## src/rtl/memshare_baseaddr_sched.sv

```systemverilog
// memshare_baseaddr_sched: producer of MSGPASS base addresses for the
// memShare rebase stage.
// Holds a programmable cfg table. On start it copies the cfg table into a
// working table and walks a select through every entry once per layer.
// Between layers every working entry is advanced by a stride.
// Ports:
//   sys_clk, rstn             clock, synchronous active-low reset
//   cfg_we_i/idx_i/addr_i     cfg table write (accepted only in IDLE)
//   start_i, layer_stride_i   run request and per-layer increment
//   baseAddr_aggregation_o    working table, entry i at [i*W +: W]
//   baseAddr_sel_o, sel_valid_o, sel_ready_i   select handshake
//   layer_idx_o, busy_o, done_o                run status
module memshare_baseaddr_sched #(
  parameter int ADDR_WIDTH  = 8,
  parameter int BASE_NUM    = 4,
  parameter int LAYER_NUM   = 4,
  parameter int SEL_WIDTH   = $clog2(BASE_NUM),
  parameter int LAYER_WIDTH = (LAYER_NUM > 1) ? $clog2(LAYER_NUM) : 1
) (
  input  logic                           sys_clk,
  input  logic                           rstn,
  input  logic                           cfg_we_i,
  input  logic [SEL_WIDTH-1:0]           cfg_idx_i,
  input  logic [ADDR_WIDTH-1:0]          cfg_addr_i,
  input  logic                           start_i,
  input  logic [ADDR_WIDTH-1:0]          layer_stride_i,
  output logic [BASE_NUM*ADDR_WIDTH-1:0] baseAddr_aggregation_o,
  output logic [SEL_WIDTH-1:0]           baseAddr_sel_o,
  output logic                           sel_valid_o,
  input  logic                           sel_ready_i,
  output logic [LAYER_WIDTH-1:0]         layer_idx_o,
  output logic                           busy_o,
  output logic                           done_o
);

  typedef enum logic [1:0] {
    IDLE  = 2'd0,
    ISSUE = 2'd1,
    DONE  = 2'd2
  } state_t;

  state_t state_q;
  state_t state_d;

  logic [BASE_NUM-1:0][ADDR_WIDTH-1:0] cfg_q;
  logic [BASE_NUM-1:0][ADDR_WIDTH-1:0] work_q;
  logic [ADDR_WIDTH-1:0]               stride_q;
  logic [SEL_WIDTH-1:0]                sel_q;
  logic [LAYER_WIDTH-1:0]              layer_q;

  logic last_sel;
  logic last_layer;
  logic hs;

  assign last_sel   = (sel_q == SEL_WIDTH'(BASE_NUM - 1));
  assign last_layer = (layer_q == LAYER_WIDTH'(LAYER_NUM - 1));
  assign hs         = (state_q == ISSUE) && sel_ready_i;

  always_ff @(posedge sys_clk) begin
    if (!rstn) begin
      state_q <= IDLE;
    end else begin
      state_q <= state_d;
    end
  end

  always_comb begin
    state_d     = state_q;
    sel_valid_o = 1'b0;
    busy_o      = 1'b1;
    done_o      = 1'b0;
    case (state_q)
      IDLE: begin
        busy_o = 1'b0;
        if (start_i) begin
          state_d = ISSUE;
        end
      end
      ISSUE: begin
        sel_valid_o = 1'b1;
        if (sel_ready_i && last_sel && last_layer) begin
          state_d = DONE;
        end
      end
      DONE: begin
        done_o  = 1'b1;
        state_d = IDLE;
      end
      default: begin
        state_d = IDLE;
      end
    endcase
  end

  // The copy on start reads cfg_q before any same-cycle write lands,
  // so a simultaneous write only affects the following run.
  always_ff @(posedge sys_clk) begin
    if (!rstn) begin
      cfg_q    <= '0;
      work_q   <= '0;
      stride_q <= '0;
      sel_q    <= '0;
      layer_q  <= '0;
    end else begin
      if (cfg_we_i && (state_q == IDLE)) begin
        cfg_q[cfg_idx_i] <= cfg_addr_i;
      end
      if ((state_q == IDLE) && start_i) begin
        work_q   <= cfg_q;
        stride_q <= layer_stride_i;
        sel_q    <= '0;
        layer_q  <= '0;
      end else if (hs) begin
        if (!last_sel) begin
          sel_q <= sel_q + SEL_WIDTH'(1);
        end else if (!last_layer) begin
          // entries, select and layer move together on one edge
          sel_q   <= '0;
          layer_q <= layer_q + LAYER_WIDTH'(1);
          for (int i = 0; i < BASE_NUM; i++) begin
            work_q[i] <= work_q[i] + stride_q;
          end
        end
      end
    end
  end

  assign baseAddr_aggregation_o = work_q;
  assign baseAddr_sel_o         = sel_q;
  assign layer_idx_o            = layer_q;

endmodule

```

## config.mk

```make
export PLATFORM = sky130hd
export DESIGN_NAME = memshare_baseaddr_sched
export DESIGN_NICKNAME = d
export VERILOG_FILES = /design/src/rtl/memshare_baseaddr_sched.sv
export SDC_FILE = /design/constraint.sdc
export NUM_CORES = 1
export LEC_CHECK = 0
export ABC_CLOCK_PERIOD_IN_PS = 1800
export CORE_MARGIN = 2
export CORE_UTILIZATION = 45
export CTS_CLUSTER_DIAMETER = 100
export CTS_CLUSTER_SIZE = 30
export DETAILED_ROUTE_END_ITERATION = 6
export HOLD_SLACK_MARGIN = 0.15
export PLACE_DENSITY = 0.69
export SYNTH_ARGS = -nofsm -noshare
export SYNTH_HDL_FRONTEND = slang
export SYNTH_SLANG_ARGS = --single-unit
```

## constraint.sdc

```tcl
create_clock -name sys_clk -period 1.8 [get_ports sys_clk]
set_clock_uncertainty 0.05 [all_clocks]
set_input_delay 0.27 -clock sys_clk [delete_from_list [all_inputs] [get_ports sys_clk]]
set_output_delay 0.27 -clock sys_clk [all_outputs]
set_load 0.01 [all_outputs]
```

After elaboration in Yosys (flattened, before gate mapping)
Index checks and enable logic that the tools add are counted.
{"block": "totals", "ff_bits": 78, "input_bits": 23, "output_inout_bits": 39, "word_cells": 59}
{"block": "op_classes", "add_sub_neg": 6, "n_lt_le_gt_ge": 2, "eq_ne": 8, "mux": 15, "n_bitwise": 2, "reduce_logical": 14}
{"cell": "32-bit two-way mux", "count": 4}
{"cell": "8-bit adder", "count": 4}
{"cell": "32-bit bitwise mux", "count": 1}
{"cell": "8-bit demux with 2-bit select", "count": 1}
{"cell": "2-bit two-way mux", "count": 4}
{"cell": "8-bit two-way mux", "count": 1}
{"cell": "2-bit equality test, second input constant", "count": 3}
{"cell": "1-bit logical AND", "count": 6}
{"cell": "3-bit AND reduction", "count": 2}
{"cell": "2-bit by 1-bit adder with 2-bit output, second input constant", "count": 2}
{"cell": "2-bit by 1-bit != test with 1-bit output, second input constant", "count": 2}
{"cell": "2-bit != test, second input constant", "count": 2}
{"cell": "2-bit one-hot mux with 2 select lines", "count": 1}
{"cell": "2-bit AND reduction", "count": 2}
{"cell": "2-bit nonzero test", "count": 2}
{"cell": "2-bit by 3-bit < comparator with 1-bit output, second input constant", "count": 1}
{"cell": "1-bit two-way mux", "count": 3}
{"cell": "2-bit by 1-bit equality test with 1-bit output, second input constant", "count": 1}
{"cell": "2-bit by 1-bit greater-or-equal comparator with 1-bit output, second input constant", "count": 1}
{"cell": "2-bit logical NOT", "count": 1}
{"cell": "1-bit NOT", "count": 2}
{"cell": "2-bit OR reduction", "count": 1}

Logic depth before layout (Yosys ltp)
{"block": "logic_depth", "ltp_word": 5, "ltp_mapped": 8, "ltp_nobuf": 8}

Least setup slack after synthesis
No wires, ideal clock.
{"block": "synth_path", "path_type": "flip-flop to flip-flop", "from": "reg work_q (netlist bit baseAddr_aggregation_o[16])", "to": "reg work_q (netlist bit baseAddr_aggregation_o[22])", "setup_time_ps": 125, "arrival_time_ps": 1640, "required_time_ps": 1625, "path_slack_ps": -15, "path_stages_with_launch": 9, "path_buffers": 0, "cell_sequence": "dfxtp_1 -> ha_1 -> inv_1 -> fa_1 -> nor2b_1 -> o31ai_1 -> a21oi_1 -> xnor2_1 -> o22ai_1"}
{"block": "synth_between", "elab_chain_len": 5}
{"element": "from (decl)", "line": "46", "text": "logic [BASE_NUM-1:0][ADDR_WIDTH-1:0] work_q;"}
{"element": "from (signal assigned)", "line": "109", "text": "work_q <= cfg_q;"}
{"element": "from (signal, indexed assignment)", "line": "121", "text": "work_q[i] <= work_q[i] + stride_q;"}
{"element": "8-bit adder", "line": "121"}
{"element": "32-bit two-way mux", "line": "116", "text": "end else if (!last_layer) begin"}
{"element": "32-bit two-way mux", "line": "114", "text": "if (!last_sel) begin"}
{"element": "32-bit two-way mux", "line": "113", "text": "end else if (hs) begin"}
{"element": "32-bit two-way mux", "line": "108", "text": "if ((state_q == IDLE) && start_i) begin"}
No other way between the ends. The select of a mux whose other input is x is not followed.
A chain may end at the register's enable or synchronous reset.

Worst setup path in the final report
{"block": "layout_path", "from": "reg stride_q[0]", "to": "reg work_q (netlist bit baseAddr_aggregation_o[2])"}
{"block": "layout_between", "elab_chain_len": 5}
{"element": "from (decl)", "line": "47", "text": "logic [ADDR_WIDTH-1:0] stride_q;"}
{"element": "from (signal assigned)", "line": "110", "text": "stride_q <= layer_stride_i;"}
{"element": "8-bit adder", "line": "121"}
{"element": "32-bit two-way mux", "line": "116"}
{"element": "32-bit two-way mux", "line": "114"}
{"element": "32-bit two-way mux", "line": "113"}
{"element": "32-bit two-way mux", "line": "108"}
No other way between the ends. The select of a mux whose other input is x is not followed.

==> qor.csv <==
metric;value;unit
Max Fclk;0.545;GHz
failing checks;negative setup slack;
CP endpoint kind;flop;
Initial Utilization;46.5;%
Total GRT Usage;24.6;%
RSZ-0062 raised after global routing;true;
largest net degree at the start of global routing;37;
ratio of cells with drive above 1 in the final layout;26.9;%
die height;102;um
M3 GR Usage;5.66;%
crit path max fanout;5;
post-synthesis register bit count;78;
M2 GR Usage;40.4;%
Avg Inst Size Synth;8.76;um^2
status;finished, violations left;
via/cell ratio;5.57;
relative slew slack;70.9;%
total clock sinks;78;
area share of the largest cell type after synthesis;36.3;%
Final GP Congestion;0.892;
Reg clk slew, reported paths;90;ps
Post-DP HPWL;8650;um
dpl cells;714;
fin crit share;102;%
Routed Antenna Nets;0;
Final Max Tran Viols;0;
CTS tree;built;
first-pass GRT wire length;19600;um
Post-Synthesis Cell Area;0.00430;mm^2
post-layout net count;657;
commonest non-fill, non-tap cell in the layout;dfxtp_1;
vias in the first global route;4049;
io pins;62;
final setup TNS;-130;ps
Non-Filler Instances;734;
Synth area leaders;dfxtp_1, ha_1, mux2i_1;
FFs w/ async S/R, synth;0;%
Worst-Skew Late Latency;360;ps
Netlist cell types;45;
gr ovfl total;0;
commonest non-fill, non-tap cells in the layout;dfxtp_1, clkdlybuf4s50_1, nor2_1, nand2_1, buf_4;
DR vias;4091;
post-synthesis sequential area ratio;36.3;%
Synth area leader;dfxtp_1;
Yosys Warn Count;0;
Period minus WS final;1840;ps
CP Launch Type;flop;
die area;0.0104;mm^2
Synth Flop Type;dfxtp_1;
met1 Use GR;30.0;%
Area Growth Syn to Fin;43.0;%
Syn Inst Count;491;
final WL;12900;um
port bufs;61;
syn_nets;548;
row cnt;35;
EDFF count, synth;0;
Setup Crit Path Kind;reg -> reg;
H-tree level count;3;
final setup vio count;8;
Overall Power;4.02;mW
number of remaining DRC errors;0;
DRT iter0 DRCs;201;
Hold Path Class;in -> reg;
CTS root buf;clkbuf_8;
DR pass1 iterations;4;
largest vdd supply drop;0.000393;V
Critical Path RT;1980;ps
Die Width;102;um
MaxCap Viol Count;0;
gr busiest metal;met2;
hold_buf cts;0;
WL/cell;17.6;um
power per cell area;654;mW/mm^2
Clock Tree Buf Depth;2;
Hold Vio Cnt, Final;0;
ant diodes;0;
Hold Slack;408;ps
Crit path arrival time;2020;ps
Leak Pwr;2.39;nW
final worst slack;-36.1;ps
TritonCTS Buffers;9;
initial antenna violation count;0;
Worst Max-Slew Pin Slew;436;ps
Core Box Area;0.00924;mm^2
==> logic make-up (layout without fill, tap and decap cells) <==
family | Yosys count | count (layout) | synth area share (%)
xor gates and xnor gates | 13 | 13 | 2.65
DFF | 78 | 78 | 36.3
and+or+nand+nor | 183 | 183 | 21.5
muxes | 25 | 25 | 5.82
buffers and inverters | 34 | 148 | 3.75
AOI/OAI and AO/OA | 124 | 124 | 19.3
adders and majority gates | 34 | 34 | 10.6
==> final timing paths <==
| path | from | end | slack (ps) | cells after the start |
|---|---|---|---|---|
| setup / recovery | stride_q[0]$_SDFFE_PN0P_ | baseAddr_aggregation_o[2]$_SDFFE_PN0P_ | -40 | 8 |
| hold / removal | layer_stride_i[5] | stride_q[5]$_SDFFE_PN0P_ | 410 | 3 |
| setup reg to reg | stride_q[0]$_SDFFE_PN0P_ | baseAddr_aggregation_o[2]$_SDFFE_PN0P_ | -40 | 8 |
| hold reg to reg | cfg_q[17]$_SDFFE_PN0P_ | cfg_q[17]$_SDFFE_PN0P_ | 440 | 2 |
==> per-layer routing <==
metal / vias to the layer above / part of all wire, %
met1: 1942 / 42
met2: 145 / 48
li1: 1963 / -
met5: - / 0
met4: 0 / 4.0
met3: 41 / 6.3
==> stage by stage <==
stage	util (%)	area [um^2]	setup WS, ps
2_1_floorplan	-	4310	20.2
3_3_place_gp	59.4	5480	-230
3_5_place_dp	59.4	5480	-283
4_1_cts	63.1	5830	-44.6
5_1_grt	66.5	6150	-123
6_report	66.5	6150	-36.1
==> sequential cells by signal (all words and copies together) (netlist names) <==
register,flops
baseAddr_aggregation_o,32
cfg_q,32
stride_q,8
baseAddr_sel_o,2
layer_idx_o,2
state_q,2
==> critical path, cell delays in order, from the launching register on <==
cell and delay (ps):
dfxtp_4 430, ha_4 150, inv_2 40, fa_2 410, nor2b_4 170, buf_4 140, nor3_2 40, a221oi_1 220
nor2_1 60
==> report_power, final <==
group,switching (mW),internal [mW]
clock network,0.697,0.929
registers,0.0507,1.77
logic,0.295,0.283
==> synthesized netlist by cell type, types with 8 or more instances <==
cell,n
ha_1,30
nand3_1,19
a21o_1,9
nor2_1,52
a22oi_1,8
a211oi_1,8
buf_2,8
xnor2_1,13
nor3_1,10
o21ai_0,28
a221oi_1,12
a21oi_1,16
clkbuf_1,9
mux2i_1,25
dfxtp_1,78
nor2b_1,28
a31oi_1,8
a21boi_0,13
nand2_1,50
inv_1,10
==> area by class of cell <==
class	count	area, um^2
fill	714	3090
multi-input combinational	379	2940
sequential	78	1580
timing repair buffer	121	1180
tap	129	161
clock buffer	9	124
clock inverter	7	120
inverter	11	45.0
==> timing repair <==
action / CTS / global route
gates resized for setup: 32 / 65
gates cloned: 0 / 0
buffers inserted: 1 / 3
pin swaps: 11 / 39
setup endpoints to repair: 22 / 25
(Power assumes the default switching activity.)
